### src/rtl/ps2_key_event_queue.sv
// PS/2 scan-code parser with make/break/E0 decode, a programmable code remap table
// and a show-ahead event FIFO popped via a valid/ready handshake.
module ps2_key_event_queue #(
   parameter int unsigned FIFO_DEPTH   = 8,
   parameter int unsigned NUM_REMAP    = 4,
   parameter bit          DROP_RELEASE = 1'b0,
   localparam int unsigned IDX_W = (NUM_REMAP > 1) ? $clog2(NUM_REMAP) : 1,
   localparam int unsigned PTR_W = $clog2(FIFO_DEPTH),
   localparam int unsigned CNT_W = PTR_W + 1
) (
   input  logic             i_inclock,
   input  logic             i_reset,
   input  logic [7:0]       i_rx_data,
   input  logic             i_rx_valid,
   input  logic             i_remap_we,
   input  logic [IDX_W-1:0] i_remap_idx,
   input  logic [7:0]       i_remap_from,
   input  logic [7:0]       i_remap_to,
   input  logic             i_remap_valid,
   output logic [7:0]       o_evt_code,
   output logic             o_evt_release,
   output logic             o_evt_extended,
   output logic             o_evt_valid,
   input  logic             i_evt_ready,
   output logic [CNT_W-1:0] o_fifo_count,
   output logic             o_overflow,
   input  logic             i_overflow_clr,
   output logic [7:0]       o_last_code
);

   localparam logic [7:0] BYTE_EXT = 8'hE0;
   localparam logic [7:0] BYTE_BRK = 8'hF0;

   typedef enum logic [1:0] {
      S_IDLE    = 2'd0,
      S_EXT     = 2'd1,
      S_BRK     = 2'd2,
      S_EXT_BRK = 2'd3
   } state_t;

   typedef struct packed {
      logic       ext;
      logic       rel;
      logic [7:0] code;
   } evt_t;

   state_t           r_state;
   evt_t             r_mem [FIFO_DEPTH];
   logic [PTR_W-1:0] r_wr_ptr;
   logic [PTR_W-1:0] r_rd_ptr;
   logic [CNT_W-1:0] r_count;
   logic             r_overflow;
   logic [7:0]       r_last_code;
   logic [7:0]       r_remap_from  [NUM_REMAP];
   logic [7:0]       r_remap_to    [NUM_REMAP];
   logic             r_remap_valid [NUM_REMAP];

   logic       w_ctrl;
   logic       w_emit;
   logic       w_ext;
   logic       w_rel;
   logic [7:0] w_remap_code;
   logic [7:0] w_code;
   logic       w_full;
   logic       w_pop;
   logic       w_push_req;
   logic       w_push;
   logic       w_drop;

   // Link-level control bytes abort any partial prefix sequence.
   always_comb begin
      w_ctrl = 1'b0;
      case (i_rx_data)
         8'h00, 8'hAA, 8'hE1, 8'hEE, 8'hFA, 8'hFC, 8'hFE, 8'hFF: w_ctrl = 1'b1;
         default:                                                 w_ctrl = 1'b0;
      endcase
   end

   // Parser state: prefixes accumulate, any data or control byte returns to idle.
   always_ff @(posedge i_inclock or posedge i_reset) begin
      if (i_reset) begin
         r_state <= S_IDLE;
      end else if (i_rx_valid) begin
         if (i_rx_data == BYTE_EXT) begin
            r_state <= (r_state == S_BRK || r_state == S_EXT_BRK) ? S_EXT_BRK : S_EXT;
         end else if (i_rx_data == BYTE_BRK) begin
            r_state <= (r_state == S_EXT || r_state == S_EXT_BRK) ? S_EXT_BRK : S_BRK;
         end else begin
            r_state <= S_IDLE;
         end
      end
   end

   always_comb begin
      w_emit = 1'b0;
      w_ext  = 1'b0;
      w_rel  = 1'b0;
      if (i_rx_valid && !w_ctrl && i_rx_data != BYTE_EXT && i_rx_data != BYTE_BRK) begin
         w_emit = 1'b1;
         w_ext  = (r_state == S_EXT) || (r_state == S_EXT_BRK);
         w_rel  = (r_state == S_BRK) || (r_state == S_EXT_BRK);
      end
   end

   // Scan from the top so the lowest matching valid entry is the one that sticks.
   always_comb begin
      w_remap_code = i_rx_data;
      for (int i = int'(NUM_REMAP) - 1; i >= 0; i--) begin
         if (r_remap_valid[i] && r_remap_from[i] == i_rx_data) begin
            w_remap_code = r_remap_to[i];
         end
      end
      w_code = w_ext ? i_rx_data : w_remap_code;
   end

   always_ff @(posedge i_inclock or posedge i_reset) begin
      if (i_reset) begin
         for (int i = 0; i < int'(NUM_REMAP); i++) begin
            r_remap_from[i]  <= 8'h00;
            r_remap_to[i]    <= 8'h00;
            r_remap_valid[i] <= 1'b0;
         end
      end else if (i_remap_we) begin
         for (int i = 0; i < int'(NUM_REMAP); i++) begin
            if (i_remap_idx == IDX_W'(i)) begin
               r_remap_from[i]  <= i_remap_from;
               r_remap_to[i]    <= i_remap_to;
               r_remap_valid[i] <= i_remap_valid;
            end
         end
      end
   end

   // A pop in the same cycle frees the slot, so a full FIFO still accepts the push.
   always_comb begin
      w_full     = (r_count == CNT_W'(FIFO_DEPTH));
      w_pop      = (r_count != '0) && i_evt_ready;
      w_push_req = w_emit && !(DROP_RELEASE && w_rel);
      w_push     = w_push_req && (!w_full || w_pop);
      w_drop     = w_push_req && w_full && !w_pop;
   end

   always_ff @(posedge i_inclock or posedge i_reset) begin
      if (i_reset) begin
         for (int i = 0; i < int'(FIFO_DEPTH); i++) begin
            r_mem[i] <= '0;
         end
         r_wr_ptr <= '0;
         r_rd_ptr <= '0;
         r_count  <= '0;
      end else begin
         if (w_push) begin
            r_mem[r_wr_ptr] <= '{ext: w_ext, rel: w_rel, code: w_code};
            r_wr_ptr        <= r_wr_ptr + PTR_W'(1);
         end
         if (w_pop) begin
            r_rd_ptr <= r_rd_ptr + PTR_W'(1);
         end
         case ({w_push, w_pop})
            2'b10:   r_count <= r_count + CNT_W'(1);
            2'b01:   r_count <= r_count - CNT_W'(1);
            default: r_count <= r_count;
         endcase
      end
   end

   // Sticky overflow: a fresh drop beats a simultaneous clear.
   always_ff @(posedge i_inclock or posedge i_reset) begin
      if (i_reset) begin
         r_overflow <= 1'b0;
      end else if (w_drop) begin
         r_overflow <= 1'b1;
      end else if (i_overflow_clr) begin
         r_overflow <= 1'b0;
      end
   end

   always_ff @(posedge i_inclock or posedge i_reset) begin
      if (i_reset) begin
         r_last_code <= 8'h00;
      end else if (w_emit && !w_rel) begin
         r_last_code <= w_code;
      end
   end

   assign o_evt_code     = r_mem[r_rd_ptr].code;
   assign o_evt_release  = r_mem[r_rd_ptr].rel;
   assign o_evt_extended = r_mem[r_rd_ptr].ext;
   assign o_evt_valid    = (r_count != '0);
   assign o_fifo_count   = r_count;
   assign o_overflow     = r_overflow;
   assign o_last_code    = r_last_code;

endmodule

### config.mk
export PLATFORM = sky130hd
export DESIGN_NAME = ps2_key_event_queue
export DESIGN_NICKNAME = d
export VERILOG_FILES = /design/src/rtl/ps2_key_event_queue.sv
export SDC_FILE = /design/constraint.sdc
export NUM_CORES = 1
export LEC_CHECK = 0
export ABC_AREA = 0
export ABC_CLOCK_PERIOD_IN_PS = 6000
export BUFFER_PORTS_ARGS = -buffer_cell sky130_fd_sc_hd__buf_4
export CORE_MARGIN = 1
export CORE_UTILIZATION = 30
export DETAILED_ROUTE_END_ITERATION = 8
export GPL_ROUTABILITY_DRIVEN = 0
export SLEW_MARGIN = 20
export SYNTH_ARGS = -nofsm -noshare
export SYNTH_HDL_FRONTEND = slang
export SYNTH_SLANG_ARGS = --single-unit
### constraint.sdc
create_clock -name i_inclock -period 6 [get_ports i_inclock]
set_input_delay 0 -clock i_inclock [delete_from_list [all_inputs] [get_ports i_inclock]]
set_output_delay 0 -clock i_inclock [all_outputs]
set_load 0.01 [all_outputs]
# Word-level counts from Yosys, hierarchy flattened
# Index checks and enable logic that the tools add are counted.
totals:
  register_bits: 169
  output_inout_bits: 24
classes:
  addsub: 4
  n_lt_le_gt_ge: 3
  eq_ne: 24
  mux: 22
  bitwise: 2
  n_reduce_logical: 30
op_table:
  columns: ["cell", "n"]
  rows:
  - ["bitwise mux 80 bit", 1]
  - ["== test 8 bit, second input constant", 9]
  - ["two-way mux 8 bit", 5]
  - ["== test 8 bit", 4]
  - ["binary-select mux 10 bit (select 3 bit)", 1]
  - ["demux 10 bit (select 3 bit)", 1]
  - ["two-way mux 10 bit", 3]
  - ["!= test 8 bit, second input constant", 2]
  - ["logical AND 1 bit", 13]
  - ["== test 2 bit, second input constant", 5]
  - ["greater-or-equal comparator 4 bit, second input constant", 2]
  - ["logical NOT 8 bit", 1]
  - ["NOT 3 -> 4 bit", 2]
  - ["one-hot mux 4 bit (2 select lines)", 1]
  - ["AND reduction 2 bit", 4]
  - ["OR reduction 8 bit", 1]
  - ["two-way mux 1 bit", 7]
  - ["adder 3 x 1 -> 3 bit, second input constant", 2]
  - ["== test 2 x 1 -> 1 bit, second input constant", 3]
  - ["two-way mux 2 bit", 3]
  - ["adder 4 x 1 -> 4 bit, second input constant", 1]
  - ["== test 4 bit, second input constant", 1]
  - ["logical NOT 1 bit", 4]
  - ["less-than comparator 4 x 1 -> 1 bit, second input constant", 1]
  - ["5 further kinds", 8]

# Depth between registers and ports, before layout
depth:
  ltp_word: 11
  depth_mapped: 14

# Least setup slack after synthesis
# Ideal clock, no wire load.
synth_path:
  path_kind: "register -> register"
  from: "register r_count[0], in the netlist o_fifo_count[0]"
  to: "register r_count[2], in the netlist o_fifo_count[2]"
  setup_ns: 0.129
  arrival_time_ns: 2.555
  setup_slack_ns: 3.316
  path_stages_with_launch: 12
  n_path_buf: 1
  period_less_slack_ns: 2.684
  path_cell_list: "dfrtp_1 -> or3_1 -> or3b_2 -> buf_2 -> nand2_1 -> ha_1 -> xor2_1 -> ha_1 -> a21oi_1 -> xor2_1 -> nor2_1 -> xor2_1"
synth_via:
  elab_chain_len: 6
synth_rtl:
  columns: ["item", "line_no", "text"]
  rows:
  - ["from (decl)", "51", "logic [CNT_W-1:0] r_count;"]
  - ["from (signal assigned)", "160", "2'b10: r_count <= r_count + CNT_W'(1);"]
  - ["from (signal assigned)", "161", "2'b01: r_count <= r_count - CNT_W'(1);"]
  - ["from (signal assigned)", "162", "default: r_count <= r_count;"]
  - ["== test 4 bit or nonzero test 4 bit (tied branches)", "136, 137", null]
  - ["logical NOT 1 bit or logical AND 1 bit (tied branches)", "139, 137", null]
  - ["logical OR 1 bit", "139", "w_push = w_push_req && (!w_full || w_pop);"]
  - ["logical AND 1 bit", "139", null]
  - ["== test 2 x 1 -> 1 bit or == test 2 bit (tied branches)", "159", "case ({w_push, w_pop})"]
  - ["one-hot mux 4 bit (2 select lines) or nonzero test 2 bit (tied branches)", null, null]
# Parallel ways exist; a longest one is shown, timed or not.
# A chain may end at the register's enable or synchronous reset.

# Worst setup path after layout
layout_path:
  from: "register r_count[1], in the netlist o_fifo_count[1]"
  to: "register r_count[2], in the netlist o_fifo_count[2]"
# Same word-level chain as after synthesis.

==> results.cfg <==
[sta]
period_needed_ns = 2.84
slew_violations = 0
tns_ns = 0
maxSlewHeadroom_pct = 27.4
fmax_mhz = 352
rsz0062_at_grt = no
worstMarginPinSlew_ns = 1.09
finalClockSkew_ns = 0.00901
period_share_pct = 47.4
finalSetupViolations = 0
report.final.hold_viol_count = 0

[grt]
grt_pass1_vias = 6377
antenna_found_initial = 0
grt_util_all_layers_pct = 16.3
grt_overflow = 0
grt_max_degree = 61
grt_pass1_wl_um = 37800

[worst_setup_path]
max_stage_delay_ns = 0.58
critical_path.reg2reg.startpoint = o_fifo_count[1]
rr_worst_depth = 10
r2r_slack_ns = 3.16
crit_start = o_fifo_count[1]
path_common_cell = xor2_1
critPathLaunchType = flop
crit_fanout = 11
critPathRequiredTime_ns = 6.33
critical-path-slowest-cell = or3b_2
end_kind = flop
r2r_end = o_fifo_count[2]
path_class = reg2reg
path_cells = or3_1 > or3b_2 > nand2_1 > ha_1 > xor2_1 > ha_1 > a21oi_1 > xor2_1 > nor2_1 > xor2_1
cp-endpoint = o_fifo_count[2]
cp.arrival_ns = 3.17

[die]
die_width_um = 175
start_util_pct = 30.8
io_pins = 57
dieHeight_um = 175
rows = 62
design.die.area_sq_um = 30500
core_area_sq_um = 29000

[layout]
nets = 866
syn_to_final_growth_pct = 16.9
drive_gt1_share_pct = 28.8
antenna_cells = 0
layout_common_cells = 169 x dfrtp_1, 95 x nand2_1, 80 x mux2_2, 60 x buf_4, 52 x nand3_1
nFillCells = 2910
layout_commonest_cell = dfrtp_1
multi_input_area_sq_um = 4380
regArea_sq_um = 4230

[routing]
drc_errors = 0
final_antenna_net_count = 0
dr.first_iter.drc_count = 617
vias = 6391
routedWlPerCell_um = 19.5
drt_first_pass_iters = 5
drt_wl_total_um = 23900
viasPerCell = 5.22

[clock_tree]
cts.sinks = 169
post_cts_resized = 0
root_buffer = clkbuf_16
clockBufferDepth = 2
clk_pin_slew_worst_paths_ns = 0.07
cts_tree = done
hold_buffers = 22
clock_latency_ns = 0.44
numCtsBuffers = 17
cts_setup_buffers = 0
htreeDepth = 4

[synth]
synth_area_sq_um = 8940
synth_seq_cells = 169
synth-main-ff-cell = dfrtp_1
synth_area_per_cell_sq_um = 11.4
synth-edff-count = 0
synth_nets = 819
synthCells = 781
yosys_warnings = 0
synth.distinct_cells = 67
async_reset_ff_share_pct = 100
synth_seq_area_share_pct = 47.3

[power]
p_clk_share_pct = 28.3
peakVddDrop_v = 0.000235
power.leakage_nw = 4.23
p_sw_share_pct = 32.2
finalPower_mw = 4.51
p_sw_mw = 1.45
power_density_nw_per_um2 = 431
p_comb_share_pct = 31.5
p_int_mw = 3.06
power.share.sequential_pct = 40.2

[flow_run]
max-cap-violations = 0

[placed_design]
io_buffers = 56
place_hpwl_um = 15900

[hold_path]
hold_path.class = in2reg

[run_status]
status = completed
[through the flow]
stage / area, sq um / utilization [%] / std cells / setup WS [ns] / hold WS (ns)
after global routing: 10500 / 36.0 / 1225 / 3.00 / 0.0491
after CTS: 10500 / 36.0 / 1225 / 3.16 / 0.0406
final: 10500 / 36.0 / 1225 / 3.16 / 0.0540
after detailed placement: 9560 / 32.9 / 1171 / 3.17 / 0.118
after floorplan: 8940 / - / 781 / 1.42 / 0.0857
after global placement: 9560 / 32.9 / 1171 / 3.23 / 0.122
[per-layer routing]
metal  part of all wire [%]  track usage [%]
met5                      0                0
met4                    1.1             3.91
met3                    4.9             2.96
met2                     49             26.5
met1                     45             22.4
[power groups by stage]
stage | Sequential (mW) | Clock [mW] | Combinational [mW]
detailed placement | 1.83 | 0 | 1.43
floorplan | 1.71 | 0 | 1.07
CTS | 1.81 | 1.29 | 1.44
finish | 1.81 | 1.27 | 1.42
global route | 1.86 | 1.34 | 1.57
global placement | 1.82 | 0 | 1.40
[worst max-delay path: cells and delay by family (launching register included)]
kind	cells	cell delay [ns]
AO/OA/AOI/OAI	1	0.16
XOR/XNOR	3	0.40
adder cells (fa/ha/maj)	2	0.47
flip-flops	1	0.46
AND/OR/NAND/NOR	4	1.22
[sequential cells by signal (all words and copies together) (netlist names)]
signal         count
o_fifo_count       4
o_last_code        8
o_overflow         1
r_mem             80
r_rd_ptr           3
r_remap_from      32
r_remap_to        32
r_remap_valid      4
r_state            2
r_wr_ptr           3
[logic make-up (layout without fill, tap and decap cells)]
logic type / Yosys count / after routing / share of synthesized area (%)
XOR/XNOR: 41 / 41 / 4.02
AO/OA/AOI/OAI: 145 / 145 / 12.1
multiplexers: 109 / 109 / 16.6
flip-flops: 169 / 169 / 47.3
buffers and inverters: 58 / 118 / 3.82
AND/OR/NAND/NOR: 254 / 254 / 15.5
adder cells (fa/ha/maj): 5 / 5 / 0.700
[worst min path at each step]
stage	cells after the start	slack, ns	from	to
finish	4	0.05	i_rx_data[1]	r_state[0]
CTS	4	0.04	i_rx_data[2]	r_state[0]
detailed placement	2	0.12	i_reset	o_last_code[7]
floorplan	1	0.09	i_rx_valid	r_state[0]
global route	4	0.05	i_rx_data[2]	r_state[0]
global placement	2	0.12	i_reset	o_last_code[7]
[cell type report]
cell class	count	share of cell area, %
multi-input combinational	554	41.9
sequential	169	40.5
timing repair buffer	82	6.42
tap	384	4.60
clock buffer	18	4.11
clock inverter	14	2.33
inverter	4	0.192
[synthesized netlist by cell type (7+ instances only)]
library cell	number	area share, %
a211o_1	7	0.69
a21o_1	8	0.67
a21oi_1	7	0.39
buf_2	15	0.84
buf_4	10	0.84
buf_6	8	1.0
clkbuf_1	12	0.50
dfrtp_1	169	47
mux2_2	80	10
mux2_4	9	1.5
mux4_2	20	5.0
nand2_1	95	4.0
nand2b_1	8	0.56
nand3_1	52	2.9
nand3b_1	13	1.1
nand4_1	19	1.3
nor2_2	9	0.63
nor4_1	9	0.63
o211ai_1	9	0.76
o21ai_0	32	1.8
o21ai_1	50	2.8
o31ai_1	8	0.67
or3_1	11	0.77
xnor2_1	36	3.5
(Power assumes the default switching activity.)
